==> src/rtl/tx_frame_builder.sv <==
// Wraps an upstream byte stream into TX FIFO frames: SOF marker, payload, XOR-checksum EOF.
// Oversized frames are closed with an abort word and the rest of the frame is discarded.
module tx_frame_builder #(
  parameter int unsigned MAX_LEN = 16
) (
  input  logic       clk,
  input  logic       rst_n,
  input  logic       s_valid,
  input  logic [7:0] s_data,
  input  logic       s_last,
  output logic       s_ready,
  input  logic       tx_en,
  input  logic       flush,
  output logic       fifo_wr_en,
  output logic [9:0] fifo_wr_data,
  output logic       frame_done,
  output logic       frame_abort,
  output logic       busy
);

  localparam int unsigned CW = $clog2(MAX_LEN + 1);

  typedef enum logic [2:0] {
    IDLE,
    DATA,
    EOF,
    OVF,
    DROP
  } state_t;

  state_t          state_q, state_d;
  logic [7:0]      csum_q, csum_d;
  logic [CW-1:0]   cnt_q, cnt_d;

  logic            ready;
  logic            wr_en;
  logic [9:0]      wr_data;
  logic            done;
  logic            abort;

  always_ff @(posedge clk or negedge rst_n) begin
    if (!rst_n) begin
      state_q <= IDLE;
      csum_q  <= '0;
      cnt_q   <= '0;
    end else begin
      state_q <= state_d;
      csum_q  <= csum_d;
      cnt_q   <= cnt_d;
    end
  end

  always_comb begin
    state_d = state_q;
    csum_d  = csum_q;
    cnt_d   = cnt_q;
    ready   = 1'b0;
    wr_en   = 1'b0;
    wr_data = '0;
    done    = 1'b0;
    abort   = 1'b0;

    if (flush) begin
      // Aborting from DROP would double-report: the OVF word already pulsed abort.
      state_d = IDLE;
      csum_d  = '0;
      cnt_d   = '0;
      abort   = (state_q == DATA) || (state_q == EOF) || (state_q == OVF);
    end else begin
      unique case (state_q)
        IDLE: begin
          if (s_valid && tx_en) begin
            wr_en   = 1'b1;
            wr_data = {2'b01, 8'hA5};
            csum_d  = '0;
            cnt_d   = '0;
            state_d = DATA;
          end
        end
        DATA: begin
          ready = tx_en;
          if (s_valid && tx_en) begin
            wr_en   = 1'b1;
            wr_data = {2'b00, s_data};
            csum_d  = csum_q ^ s_data;
            cnt_d   = cnt_q + CW'(1);
            if (s_last) begin
              state_d = EOF;
            end else if (cnt_d == CW'(MAX_LEN)) begin
              state_d = OVF;
            end
          end
        end
        EOF: begin
          if (tx_en) begin
            wr_en   = 1'b1;
            wr_data = {2'b10, csum_q};
            done    = 1'b1;
            state_d = IDLE;
          end
        end
        OVF: begin
          if (tx_en) begin
            wr_en   = 1'b1;
            wr_data = {2'b11, 8'hFF};
            abort   = 1'b1;
            state_d = DROP;
          end
        end
        DROP: begin
          ready = 1'b1;
          if (s_valid && s_last) begin
            state_d = IDLE;
          end
        end
        default: state_d = IDLE;
      endcase
    end
  end

  // Outputs are forced low for the whole time reset is held, not just after the edge.
  assign s_ready      = rst_n && ready;
  assign fifo_wr_en   = rst_n && wr_en;
  assign fifo_wr_data = rst_n ? wr_data : '0;
  assign frame_done   = rst_n && done;
  assign frame_abort  = rst_n && abort;
  assign busy         = rst_n && (state_q != IDLE);

endmodule
==> config.mk <==
export PLATFORM = sky130hd
export DESIGN_NAME = tx_frame_builder
export DESIGN_NICKNAME = d
export VERILOG_FILES = /design/src/rtl/tx_frame_builder.sv
export SDC_FILE = /design/constraint.sdc
export NUM_CORES = 1
export LEC_CHECK = 0
export ABC_AREA = 0
export CAP_MARGIN = 40
export CORE_MARGIN = 3
export CORE_UTILIZATION = 35
export CTS_CLUSTER_DIAMETER = 50
export DETAILED_ROUTE_END_ITERATION = 8
export HOLD_SLACK_MARGIN = 0.02
export SYNTH_ARGS = -nofsm -noshare
export SYNTH_HDL_FRONTEND = slang
export SYNTH_SLANG_ARGS = --single-unit
==> constraint.sdc <==
create_clock -name clk -period 1.6 [get_ports clk]
set_input_delay 0.16 -clock clk [delete_from_list [all_inputs] [get_ports clk]]
set_output_delay 0.16 -clock clk [all_outputs]
set_load 0.01 [all_outputs]
==> flow_summary.toml, run 1 <==
[status]
status = "complete, but fails checks"
violations = "setup timing"

[logic_synthesis]
synth.distinct_cells = 39
yosysMostFrequentCell = "nor2_1"
yosys_warnings = 0
synthArstFlopShare_pct = 100
netlist_area_mm2 = 0.00114
syn_inst = 124
syn-num-nets = 139
syn_avg_cell_area_um2 = 9.18
synth_largest_area_cell = "dfrtp_1"
synth_top_cell_area_share_pct = 35.2
synth_top_flop_cell = "dfrtp_1"
ys_seq_elements = 16
synth_enable_flop_cells = 0
synth.area.top_cells = "dfrtp_1, nand3_2, xor2_1"
synth_common_cells = "nor2_1, dfrtp_1, nand2_1"
yosysSeqAreaShare_pct = 35.2

[critical_path]
critPathRequiredTime_ns = 1.44
critPathLaunchType = "flop"
worstPathMaxFanout = 6
r2r_cells = 7
arrival_ns = 1.75
crit_type = "reg2out"
crit_chain = "buf_6 -> and4bb_4 -> buf_12 -> nand3_2 -> a31oi_1 -> buf_2"
end_kind = "output port"
crit_path_top_delay_cell = "dfrtp_1"
cpPeakStageDelay_ns = 0.42

[grt]
grt_pass1_wl_mm = 6.18
grt_overflow = 0
grt_pass1_vias = 1271
grt_max_degree = 13
grt_use_total_pct = 19.8
antenna_found_initial = 0

[power_and_ir_drop]
pwr-share-clk_pct = 29.0
ir_worst_vdd_mv = 0.614
power_mw = 0.968
power_switching_mw = 0.283
seqPwrFrac_pct = 43.1
combPwrFrac_pct = 27.8
p_int_mw = 0.685
swShare_pct = 29.2
p_leak_nw = 0.864
powerDensity_mw_per_mm2 = 498

[flow_run]
drv_cap = 0

[sta]
fin_skew_ns = 0.00998
final.setup.tns_ns = -2.56
hold_viol_final = 0
maxSlewHeadroom_pct = 76.2
max_freq_mhz = 525
min_period_ns = 1.91
rsz0062_at_grt = "yes"
period_share_pct = 119
final-setup-viol-count = 15
worst_slack_ns = -0.305
drv_slew = 0
worst_slew_pin_slew_ns = 0.357

[place]
hpwl_mm = 2.44
dp.cells = 221
portBuffers = 28
gp_congestion = 0.840
place_ws_ns = -0.564

[clocking]
path_clk_slew_ns = 0.11
clock_latency_ns = 0.30
cts_root_buf = "clkbuf_4"
cts_hold_buffers = 0
clk_path_buf_depth = 2
h-tree-depth = 1
cts_tree = "done"
cts_made_buffers = 3
clkSinkCount = 16

[die]
die-area_mm2 = 0.00397
start_util_pct = 37.0
fp.coreArea_mm2 = 0.00308
pin_count = 29
rows = 20
die_w_um = 63.0
die_height_um = 63.0

[route]
wire_per_inst_um = 15.6
num_vias = 1215
routed_wl_mm = 3.74
via_per_inst = 5.06
drtIter0Drc = 32
drt_drc_violations_left = 0
drtPass1Iterations = 4
drtAntennaViolNets = 0

[final_layout]
drive_gt1_share_pct = 53.1
antennaDiodeCount = 0
final_cells = 240
multi_input_area_um2 = 838
area_delta_synth_final_pct = 70.8
nets = 212
nFillCells = 270
seqCellArea_um2 = 402

[min_path]
hold_class = "in2async"
## worst paths after layout
kind	start	to	slack [ns]
max	state_q[2]$_DFFE_PN0P_	fifo_wr_data[2]	-0.31
min	rst_n	cnt_q[2]$_DFFE_PN0P_	0.07
max reg2reg	state_q[1]$_DFFE_PN0P_	cnt_q[3]$_DFFE_PN0P_	-0.07
min reg2reg	cnt_q[4]$_DFFE_PN0P_	cnt_q[4]$_DFFE_PN0P_	0.51
max in group asynchronous	rst_n	state_q[0]$_DFFE_PN0P_	1.33
min in group clk	flush	state_q[1]$_DFFE_PN0P_	0.23
## per-stage QoR
| step | utilization [%] | area (um2) | hold WS [ns] |
|---|---|---|---|
| final | 63.2 | 1940 | 0.0659 |
| after global routing | 63.2 | 1940 | 0.0585 |
| after CTS | 59.6 | 1830 | 0.369 |
| after detailed placement | 53.7 | 1650 | 0.483 |
| after global placement | 53.7 | 1650 | 0.473 |
| after floorplan | - | 1140 | -0.136 |
## what timing repair did
item | CTS | global route
gates resized for setup | 90 | 20
gates cloned | 0 | 1
buffers inserted | 11 | 4
setup endpoints to repair | 16 | 28
pin swaps | 15 | 12
## power groups by stage
stage | Combinational (mW) | Clock (mW) | Sequential [mW]
final | 0.269 | 0.281 | 0.418
after global routing | 0.289 | 0.311 | 0.419
after CTS | 0.248 | 0.292 | 0.417
after detailed placement | 0.207 | 0 | 0.426
after global placement | 0.203 | 0 | 0.426
after floorplan | 0.0981 | 0 | 0.422
## final cells by class
type | instances | area share, %
Clock buffer | 4 | 1.87
Timing Repair Buffer | 74 | 31.1
Inverter | 2 | 0.386
Sequential cell | 16 | 20.7
Multi-Input combinational cell | 100 | 43.1
Tap cell | 44 | 2.83
## cell families (layout without fill, tap and decap cells)
kind of cell	count (synthesis)	count (layout)	synth area share (%)
multiplexers	1	1	0.879
buffers and inverters	9	80	6.15
adder cells (fa/ha/maj)	1	1	1.10
flip-flops	16	16	35.2
XOR/XNOR	9	9	6.92
AO/OA/AOI/OAI	34	34	21.0
AND/OR/NAND/NOR	54	55	28.8
## cell usage in the layout (no fill, tap or decap), types with 2 or more instances in the layout
cell type	count
buf_4	35
dfrtp_1	15
buf_2	15
nor2_1	14
clkdlybuf4s50_1	11
nand2_1	10
buf_6	10
nand3_2	8
xor2_1	8
a31oi_1	6
o21ai_0	4
a21oi_2	4
nand2_4	3
o21ai_1	3
clkbuf_4	3
nand2b_4	2
inv_1	2
nor2_2	2
a22oi_1	2
nand4_1	2
a211oi_1	2
a21oi_1	2
dlymetal6s2s_1	2
## layer usage
metal  part of all wire, %  global-route usage, %  vias to the layer above
li1                      -                      -                      598
met1                    41                   21.9                      580
met2                    54                   37.5                       28
met3                   3.4                   4.50                        9
met4                   1.8                   5.23                        0
met5                     0                      0                        -
## registers in the layout, indices dropped and copies added, names as in the netlist
name,count
cnt_q,5
csum_q,8
state_q,3
## worst max-delay path, delay by kind of cell (launching register included)
| kind | cells | cell delay (ns) |
|---|---|---|
| AO/OA/AOI/OAI | 1 | 0.18 |
| flip-flops | 1 | 0.42 |
| buffers and inverters | 3 | 0.42 |
| AND/OR/NAND/NOR | 2 | 0.43 |
(Power assumes the default switching activity.)
==> run 2, diff against run 1 <==
Settings changed: ABC_AREA 0 to 1.
==> run 2 against run 1 <==
The run still ends with setup timing left; wire length is 1.8% higher; combinational power grew to 4.3 times the previous value; sequential power grew 31%; hold slack gained 0.15 ns; synthesized cell count grew 40%; flip-flop and latch count unchanged; clock power hardly changed; die area grew 8.9%.
==> flow_summary.toml, run 2 <==
[clocking]
h-tree-depth = 1
clkSinkCount = 16
clk_path_buf_depth = 2
clock_latency_ns = 0.30
cts_root_buf = "clkbuf_4"
path_clk_slew_ns = 0.10
cts_tree = "done"
cts_made_buffers = 3
cts_hold_buffers = 0

[final_layout]
layout_commonest_cell = "nand2_1"
largest-register = "csum_q"
layout_common_cells = "nand2_1, buf_4, nand3_1"
largest_reg_flops = 8
nets = 256
reg_top3 = "csum_q x8, cnt_q x5, state_q x3"
drive_gt1_share_pct = 46.3
nFillCells = 317
area_delta_synth_final_pct = 60.0
antennaDiodeCount = 0

[critical_path]
regToRegSetupSlack_ns = -0.04
r2r_cells = 10
end_kind = "output port"
critPathRequiredTime_ns = 1.44
critPathLaunchType = "flop"
r2r_start = "state_q[0]$_DFFE_PN0P_"
worst_r2r_endpoint = "cnt_q[2]$_DFFE_PN0P_"
arrival_ns = 1.66
worstPathMaxFanout = 5
crit_type = "reg2out"

[sta]
fin_skew_ns = 0.00496
worst_slack_ns = -0.216
max_freq_mhz = 551
period_share_pct = 114
min_period_ns = 1.82
hold_viol_final = 0
final.setup.tns_ns = -1.74
worst_slew_pin_slew_ns = 0.349
drv_slew = 0
final-setup-viol-count = 12
maxSlewHeadroom_pct = 76.5
rsz0062_at_grt = "yes"

[logic_synthesis]
netlist_area_mm2 = 0.00125
synth.area.top_cells = "dfrtp_1, nand2_1, nand3_1"
synth_top_cell_area_share_pct = 32.0
syn-num-nets = 188
synth.distinct_cells = 26
syn_inst = 173
ys_seq_elements = 16
synth_common_cells = "nand2_1, nand3_1, dfrtp_1"
yosysMostFrequentCell = "nand2_1"
yosysSeqAreaShare_pct = 32.0
synth_largest_area_cell = "dfrtp_1"
synth_enable_flop_cells = 0
synth_top_flop_cell = "dfrtp_1"
synthArstFlopShare_pct = 100
yosys_warnings = 0
syn_avg_cell_area_um2 = 7.23

[route]
drtIter0Drc = 57
drtPass1Iterations = 5
drt_drc_violations_left = 0
via_per_inst = 4.98
routed_wl_mm = 3.81
num_vias = 1424
wire_per_inst_um = 13.3
drtAntennaViolNets = 0

[die]
start_util_pct = 36.9
pin_count = 29
die_w_um = 65.8
fp.coreArea_mm2 = 0.00339
die-area_mm2 = 0.00433
die_height_um = 65.8
rows = 21

[grt]
grt_max_degree = 19
grt_overflow = 0
grt_pass1_wl_mm = 6.11
grt_pass1_vias = 1436
grt_use_total_pct = 18.1
antenna_found_initial = 0

[status]
status = "complete, but fails checks"
violations = "setup timing"

[power_and_ir_drop]
p_leak_nw = 1.00
powerDensity_mw_per_mm2 = 991
ir_worst_vdd_mv = 0.562

[place]
place_ws_ns = -0.517
portBuffers = 28
hpwl_mm = 2.56
gp_congestion = 0.868

[flow_run]
drv_cap = 0

[min_path]
hold_class = "in2async"
==> run 2: how the worst max path moves through the flow <==
| stage | startpoint | end | slack (ns) | cells past startpoint |
|---|---|---|---|---|
| after floorplan | state_q[2]$_DFFE_PN0P_ | fifo_wr_data[0] | 0.18 | 6 |
| after global placement | tx_en | fifo_wr_data[1] | -0.49 | 8 |
| after detailed placement | rst_n | fifo_wr_data[5] | -0.52 | 9 |
| after CTS | state_q[2]$_DFFE_PN0P_ | fifo_wr_data[6] | -0.23 | 7 |
| after global routing | state_q[0]$_DFFE_PN0P_ | fifo_wr_data[7] | -0.30 | 8 |
| final | state_q[0]$_DFFE_PN0P_ | fifo_wr_data[7] | -0.22 | 8 |
==> run 2: cell type report <==
cell class,count,area [um2],share of cell area [%]
clock buffer,4,36.3,1.81
sequential,16,403,20.1
multi-input combinational,136,886,44.3
timing repair buffer,66,552,27.6
inverter,18,67.6,3.38
tap,46,57.6,2.88
==> run 2: critical path, stage by stage (launching register included) <==
cell	delay, ns
dfrtp_1	0.39
inv_2	0.08
nor2_4	0.17
nand2_4	0.09
nor2_8	0.16
buf_12	0.13
a21oi_2	0.05
a21oi_1	0.14
buf_2	0.15
==> run 2: cells by family (layout without fill, tap and decap cells) <==
| kind of cell | Yosys count | count (layout) | synth area share, % |
|---|---|---|---|
| AO/OA/AOI/OAI | 25 | 25 | 13.2 |
| XOR/XNOR | 8 | 8 | 5.60 |
| adder cells (fa/ha/maj) | 1 | 1 | 1.00 |
| buffers and inverters | 21 | 88 | 8.20 |
| flip-flops | 16 | 16 | 32.0 |
| multiplexers | 1 | 1 | 0.800 |
| AND/OR/NAND/NOR | 101 | 101 | 39.2 |
==> run 2: stage by stage <==
step                utilization [%]  total power, mW  instances  hold WS, ns  cell area, um2
floorplan                         -             1.03        173       -0.136            1250
global placement               51.4             1.36        269        0.508            1740
detailed placement             51.4             1.37        269        0.517            1740
CTS                            54.0             1.74        279        0.213            1830
global route                   59.1             2.12        286        0.247            2000
finish                         59.1             1.98        286        0.215            2000
==> run 2: power breakdown <==
group	internal [mW]	switching, mW
registers	0.468	0.0804
clock network	0.139	0.140
logic	0.557	0.599
total	1.16	0.820
==> run 2: per-layer routing <==
| metal | up-vias | GRT usage (%) | routed length [um] |
|---|---|---|---|
| li1 | 706 | - | - |
| met1 | 683 | 19.8 | 1600 |
| met2 | 26 | 32.8 | 2010 |
| met3 | 9 | 4.42 | 129 |
| met4 | 0 | 7.51 | 68 |
| met5 | - | 0 | 0 |
==> run 2: what timing repair did <==
item                                    in CTS  in global routing
gates resized for setup                     62                 47
hold endpoints to repair                     0                  0
pin swaps                                    2                 22
buffers inserted                             6                  7
endpoints found under the setup margin      16                 22
==> run 3, diff against run 2 <==
Settings changed: DONT_BUFFER_PORTS set to 1, PLACE_DENSITY set to 0.5.
==> run 3 against run 2 <==
The flow still finishes with violations (setup timing); worst setup slack better by 0.12 ns; critical path type unchanged; register-to-register slack worse by 0.02 ns; sequential power about the same; largest power group unchanged; non-clock buffer count down 48; core utilization down 12 points; flip-flop and latch count unchanged; first-iteration DRC count up 23%; critical path depth down 3; total power down 14%.
==> flow_summary.toml, run 3 (synthesis gave the netlist of run 2 again) <==
[power_and_ir_drop]
powerDensity_mw_per_mm2 = 1080
p_leak_nw = 0.755
power_mw = 1.71
ir_worst_vdd_mv = 0.494

[critical_path]
cpPeakStageDelay_ns = 0.49
end_kind = "output port"
critPathLaunchType = "flop"
critPathRequiredTime_ns = 1.44
worst_r2r_endpoint = "cnt_q[2]$_DFFE_PN0P_"
worstPathMaxFanout = 5
r2r_start = "state_q[0]$_DFFE_PN0P_"
crit_chain = "nor2_2 -> nand4_2 -> nand2_4 -> a21oi_1 -> a21oi_2"
r2r_cells = 10
regToRegSetupSlack_ns = -0.06
arrival_ns = 1.53
crit_type = "reg2out"
crit_path_top_delay_cell = "dfrtp_2"

[clocking]
h-tree-depth = 1
clk_path_buf_depth = 2
path_clk_slew_ns = 0.11
cts_made_buffers = 3
clock_latency_ns = 0.31
clkSinkCount = 16
cts_root_buf = "clkbuf_4"
cts_tree = "done"

[grt]
grt_max_degree = 19
grt_pass1_wl_mm = 5.98
antenna_found_initial = 0
grt_use_total_pct = 18.3
grt_overflow = 0
grt_pass1_vias = 1251

[min_path]
hold_class = "in2reg"
min_to = "state_q[2]$_DFFE_PN0P_"
worstHoldStart = "s_last"
hold_depth = 3

[sta]
period_share_pct = 106
fin_hold_ws_ns = 0.0559
min_period_ns = 1.69
final-setup-viol-count = 10
max_freq_mhz = 590
worst_slack_ns = -0.0943
rsz0062_at_grt = "yes"
fin_skew_ns = 0.00599
drv_slew = 0
final.setup.tns_ns = -0.699
worst_slew_pin_slew_ns = 0.844
hold_viol_final = 0
maxSlewHeadroom_pct = 43.5

[route]
drtIter0Drc = 70
wl_met1_mm = 1.60
met3_length_um = 155
drtPass1Iterations = 4
via_per_inst = 5.21
routed.top_layer = "met4"
num_vias = 1245
drt_drc_violations_left = 0
drtAntennaViolNets = 0
wl_met2_mm = 1.71
routed_wl_mm = 3.54
wire_per_inst_um = 14.8

[place]
portBuffers = 0
place_ws_ns = 0.109
place_area_mm2 = 0.00130
hpwl_mm = 2.24
gp_congestion = 0.882

[die]
start_util_pct = 36.9
pin_count = 29
die_w_um = 65.8
rows = 21
fp.coreArea_mm2 = 0.00339
die-area_mm2 = 0.00433
die_height_um = 65.8

[final_layout]
fin_area_mm2 = 0.00158
layout_common_cells = "nand2_1, nand3_1, dfrtp_1"
nets = 209
area_delta_synth_final_pct = 26.5
largest_reg_flops = 8
largest-register = "csum_q"
drive_gt1_share_pct = 36.3
nFillCells = 355
reg_top3 = "csum_q x8, cnt_q x5, state_q x3"
layout_commonest_cell = "nand2_1"
antennaDiodeCount = 0

[status]
violations = "setup timing"
status = "complete, but fails checks"

[flow_run]
drv_cap = 0
run 3: metrics by stage:
stage	utilization (%)	cells
floorplan	-	173
global placement	38.5	220
detailed placement	38.5	220
CTS	44.3	235
global route	46.7	239
finish	46.7	239
run 3: power by group:
group | internal [mW] | total, mW | switching [mW]
sequential | 0.468 | 0.547 | 0.0786
clock | 0.139 | 0.293 | 0.154
combinational | 0.343 | 0.866 | 0.523
run 3: how the worst max path moves through the flow:
stage / cells after the start / endpoint / startpoint
after floorplan: 6 / fifo_wr_data[0] / state_q[2]$_DFFE_PN0P_
after global placement: 6 / fifo_wr_data[5] / state_q[0]$_DFFE_PN0P_
after detailed placement: 5 / fifo_wr_data[7] / state_q[2]$_DFFE_PN0P_
after CTS: 6 / fifo_wr_data[0] / state_q[0]$_DFFE_PN0P_
after global routing: 8 / fifo_wr_data[1] / state_q[0]$_DFFE_PN0P_
final: 5 / fifo_wr_data[0] / state_q[1]$_DFFE_PN0P_
run 3: layer usage:
layer  GRT usage [%]  vias to the layer above
met5               0                        -
met1            25.1                      596
met2            28.2                       29
li1                -                      613
met4            6.22                        0
met3            4.08                        7
run 3: what timing repair did:
action / in CTS / in global routing
pin swaps: 7 / 5
buffers inserted: 9 / 4
hold endpoints to repair: 16 / 1
cloned: 1 / 0
resized for setup: 24 / 14
hold buffers: 1 / 1
setup endpoints to repair: 10 / 25
run 3: cell type report:
type	count	area [um2]	area share, %
Multi-Input combinational cell	137	856	54.1
Clock buffer	4	36.3	2.29
Tap cell	46	57.6	3.64
Timing Repair Buffer	18	160	10.1
Inverter	18	70.1	4.43
Sequential cell	16	403	25.5
run 3: worst max-delay path: cells and delay by family, from the launching register on:
| kind | cells | cell delay, ns |
|---|---|---|
| DFF | 1 | 0.49 |
| AOI/OAI and AO/OA | 2 | 0.24 |
| and+or+nand+nor | 3 | 0.49 |
==> patch 1, RTL diff (flow settings as in run 3) <==
`MAX_LEN`: 16 -> 32.
--- a/src/rtl/tx_frame_builder.sv
+++ b/src/rtl/tx_frame_builder.sv
@@ -3,3 +3,3 @@
 module tx_frame_builder #(
-  parameter int unsigned MAX_LEN = 16
+  parameter int unsigned MAX_LEN = 32
 ) (
Check against the original RTL: same outputs for any inputs over 10 cycles, from zero or initial values and one cycle with rst_n low; that may be too few to reach the edited logic, so the function may still have changed.
==> patch 1 against run 3 <==
The run still ends with negative setup slack left; wire length is 8.2% higher; global-route usage increased by 0.91 points; synthesized area increased by 0.30%; first-iteration DRC count down 34%; sequential cell count increased by 1; critical path depth up 1; setup slack better by 0.023 ns; final area rose by 16%; sequential power up 3%; non-clock buffer count increased by 12; power rose by 7.3%; die area up 0.27%.
==> patch 1: results (changes against run 3) <==
stage	metric	value	unit	change
status	outcome	finished, violations left		
critical_path	worst_ep_arrival_time	1.51	ns	-0.02 ns
critical_path	slowest_delay	0.47	ns	-0.02 ns
critical_path	worstSetupEndpoint	fifo_wr_data[6]		
global_routing	grt_max_degree	18		-1
power	irDropWorstVdd	396.2	µV	-20%
critical_path	r2r_end	cnt_q[0]		
global_routing	track_usage	19.21	%	+0.91 points
route	detail_route.vias_per_cell	5.211		about the same
critical_path	r2r_cells	11		+1
synthesis	synth_commonest_cells	nand2_1, inv_1, nor2_1, nand3_1, dfrtp_1		
route	drt-total-wl	3825	µm	+8.2%
sta	final-setup-viol-count	10		unchanged
critical_path	rrSetupSlack	0.02	ns	+0.08 ns
global_routing	grt_pass1_vias	1409		+13%
status	violations	negative setup slack		
sta	fin_ws	-0.07178	ns	+0.02252 ns
global_routing	grt_first_pass_wirelength	6417	µm	+7.3%
cells_and_area	num-nets-final	240		+15%
cells_and_area	drive_gt1_share	40.63	%	+4.4 points
cells_and_area	reg_top3	csum_q: 8 flops, cnt_q: 6 flops, state_q: 3 flops		
synthesis	ys_seq_area_share	33.90	%	+1.9 points
sta	tightest_slew	0.8356	ns	-0.008724 ns
place	place_area	1354	µm²	+3.8%
synthesis	yosys-top-cells-area	dfrtp_1, nand2_1, nand3_1		
place	gp_congestion	0.8912		+1.1%
route	drt_iter0_markers	46		-34%
## patch 1: cell count changes in the layout (fill, tap and decap cells not counted), sizes merged, moves of 3 or more
| cell | before | now |
|---|---|---|
| buf | 16 | 26 |
| inv | 18 | 28 |
| nand2 | 53 | 56 |
| nand3 | 26 | 22 |
| nor2 | 16 | 27 |
| nor3 | 1 | 4 |
| o221ai | 0 | 3 |
| xor2 | 8 | 0 |
## patch 1: kinds of logic after synthesis
group | after synthesis | share of synthesized area [%]
compound gates | 28 | 13.06
buf+inv | 32 | 10.97
flops | 17 | 33.90
simple gates | 113 | 41.08
fa+ha+maj | 1 | 0.9968
## patch 1: worst min path at each step
stage | to | slack [ns] | cells past startpoint
4_1_cts | csum_q[4] | 0.02 | 3
6_report | csum_q[5] | 0.02 | 3
5_1_grt | csum_q[5] | 0.03 | 3
3_5_place_dp | cnt_q[5] | -0.13 | 0
3_3_place_gp | cnt_q[4] | -0.13 | 0
2_1_floorplan | cnt_q[0] | -0.14 | 0
## patch 1: area by class of cell
type	count	area, µm²
Fill cell	312	1551
Multi-Input combinational cell	143	929.6
Sequential cell	17	427.9
Timing Repair Buffer	30	261.5
Inverter	30	131.4
Tap cell	46	57.56
Clock buffer	3	22.52
Clock inverter	1	7.507
## patch 1: routing by layer
metal | global-route usage (%) | share of wire [%] | vias up
met1 | 23.35 | 44 | 679
met5 | 0 | 0 | -
li1 | - | - | 691
met2 | 32.92 | 50 | 30
met3 | 4.252 | 4.2 | 7
met4 | 6.995 | 1.5 | 0
## patch 1: worst register-to-register path, cell delays in order (launching register included)
cell	delay, ns
dfrtp_2	0.49
inv_2	0.10
nand2_4	0.07
nor2_4	0.12
nand2_4	0.08
buf_6	0.13
nand2_8	0.08
clkinv_8	0.08
nand2_8	0.12
buf_6	0.11
o21ai_2	0.04
o21a_1	0.09
## patch 1: repair_timing
item,4_1_cts,5_1_grt
endpoints found under the hold margin,19,1
pin swaps,17,21
endpoints found under the setup margin,10,24
cloned,0,1
buffers inserted,9,11
hold buffers,3,1
resized for setup,39,35
## patch 1: stage by stage
stage                     cells  setup TNS (ns)  util (%)  setup WS (ns)
after floorplan             191               0         -         0.1847
after global placement      243               0     39.94        0.09811
after detailed placement    243               0     39.94        0.07112
after CTS                   259         -0.8709     47.84       -0.09506
after global routing        270          -1.851     54.23        -0.1975
final                       270         -0.5235     54.23       -0.07178
## patch 1: where the power goes
group | switching [mW] | leakage [nW] | internal (mW) | total [mW]
Sequential | 0.0697 | 0.225 | 0.493 | 0.562
Clock | 0.167 | 0.0139 | 0.0955 | 0.263
Combinational | 0.567 | 0.639 | 0.439 | 1.01
==> patch 2, RTL diff (flow settings as in run 3) <==
Without the edit above. Make the reset (`rst_n`) synchronous in one clocked block.
--- a/src/rtl/tx_frame_builder.sv
+++ b/src/rtl/tx_frame_builder.sv
@@ -40,3 +40,3 @@
 
-  always_ff @(posedge clk or negedge rst_n) begin
+  always_ff @(posedge clk) begin
     if (!rst_n) begin
Function: same outputs for any inputs over 10 cycles, from zero or initial values and one cycle with rst_n low; that may be too few to reach the edited logic, so the function may still have changed.
==> patch 2 against run 3 <==
Wire length decreased by 21%; sequential share of layout area up 0.18 points; sequential cell count stayed put; final area down 19%; synthesized area shrank 16%; setup slack improved by 0.090 ns; largest cell class unchanged; synthesized cell count is 4.0% lower; the run still ends with negative setup slack left; via count decreased by 10%.
Power is not compared: it rests on default switching activity, and its combinational part moved more than twofold at a synthesized area within 25%.
==> patch 2: results (changes against run 3) <==
stage	metric	value	unit	change
status	outcome	finished, violations left		
status	violations	negative setup slack		
sta	finClkSkew	0.001051	ns	-0.004934 ns
place	pre_cts_slack	0.06610	ns	-0.04303 ns
synthesis	synthArstFlopShare	0	%	-100 points
global_routing	grt_max_degree	16		-3
sta	fin_ws	-0.004745	ns	+0.08956 ns
cells_and_area	num-nets-final	195		-6.7%
cts	h-tree-depth	1		unchanged
synthesis	ys_seq_area_share	30.30	%	-1.7 points
route	wl_per_cell	13.37	µm	-9.6%
global_routing	use_met3	5.319	%	+1.2 points
route	drt_iter0_markers	33		-53%
synthesis	yosys-top-cells-area	dfxtp_1, nand2_1, a21oi_1		
cells_and_area	drive_gt1_share	25.14	%	-11 points
synthesis	synth_ff_type	dfxtp_1		
critical_path	rrSetupSlack	0.15	ns	+0.21 ns
cts	cts-hold-fix-buffers	2		+1
synthesis	synth_nets	181		-3.7%
route	wl_met2	1364	µm	-20%
synthesis	synth_commonest_cells	nand2_1, nor2_1, inv_1, a21oi_1, dfxtp_1		
critical_path	slowest_stage	dfxtp_4		
place	dp_hpwl	2055	µm	-8.2%
cts	clock_latency	0.29	ns	-0.02 ns
sta	final-setup-viol-count	1		-9
critical_path	worst_ep_arrival_time	1.44	ns	-0.09 ns
route	wl_met3	170	µm	+9.7%
global_routing	use_met2	26.87	%	-1.3 points
sta	tightest_slew	0.3203	ns	-0.5240 ns
critical_path	slowest_delay	0.37	ns	-0.12 ns
worst_hold_path	holdPathStages	2		-1
global_routing	met1_usage	20.10	%	-5.0 points
critical_path	r2r_cells	9		-1
synthesis	yosys.cell_types.count	23		-12%
global_routing	grt_pass1_vias	1009		-19%
global_routing	grt_first_pass_wirelength	4491	µm	-25%
cts	ctsResizeCount	10		-58%
route	vias	1117		-10%
global_routing	track_usage	16.19	%	-2.1 points
synthesis	syn_avg_cell_area	6.369	µm²	-12%
[patch 2: changes by cell type after synthesis, moves of 4 or more]
cell      change
o21ai_0       +7
a211oi_1      +4
nor2_1       +12
dfxtp_1      +16
nand3_1      -11
inv_1         +6
o21ai_2       -8
a21oi_1       +9
nand2_1      -19
dfrtp_1      -16
xor2_1        -8
[patch 2: cell families (layout without fill, tap and decap cells)]
logic type               after synthesis  in the layout  synth area share, %
AND/OR/NAND/NOR                       84             84                38.10
AO/OA/AOI/OAI                         38             38                19.88
buffers and inverters                 27             40                10.53
flip-flops                            16             16                30.30
adder cells (fa/ha/maj)                1              1                1.183
[patch 2: metrics by stage]
step	instance area [µm²]	hold WS [ns]	TNS, ns	utilization [%]
final	1284	0.02889	-0.004745	45.38
after global routing	1284	0.02506	-0.3737	45.38
after CTS	1216	0.02118	0	42.99
after detailed placement	1096	0.3370	0	38.74
after global placement	1096	0.3297	0	38.74
after floorplan	1057	0.3245	0	-
[patch 2: path summary, 6_finish.rpt]
| check | from | end |
|---|---|---|
| min reg2reg | csum_q[0] | csum_q[0] |
| max reg2reg | state_q[1] | csum_q[4] |
| max | state_q[2] | fifo_wr_data[4] |
| min | s_data[0] | csum_q[0] |
[patch 2: area by class of cell]
class	instances	area, µm²
fillers	301	1545
multi-input cells	123	678.2
flip-flops and latches	16	329.1
inverters	25	106.4
repair buffers	11	95.09
well taps	31	38.79
clock buffers	4	36.28
[patch 2: worst max-delay path, delay by kind of cell (launching register included)]
family                 cells  cell delay (ns)
AND/OR/NAND/NOR            2             0.40
flip-flops                 1             0.37
buffers and inverters      2             0.30
AO/OA/AOI/OAI              2             0.10
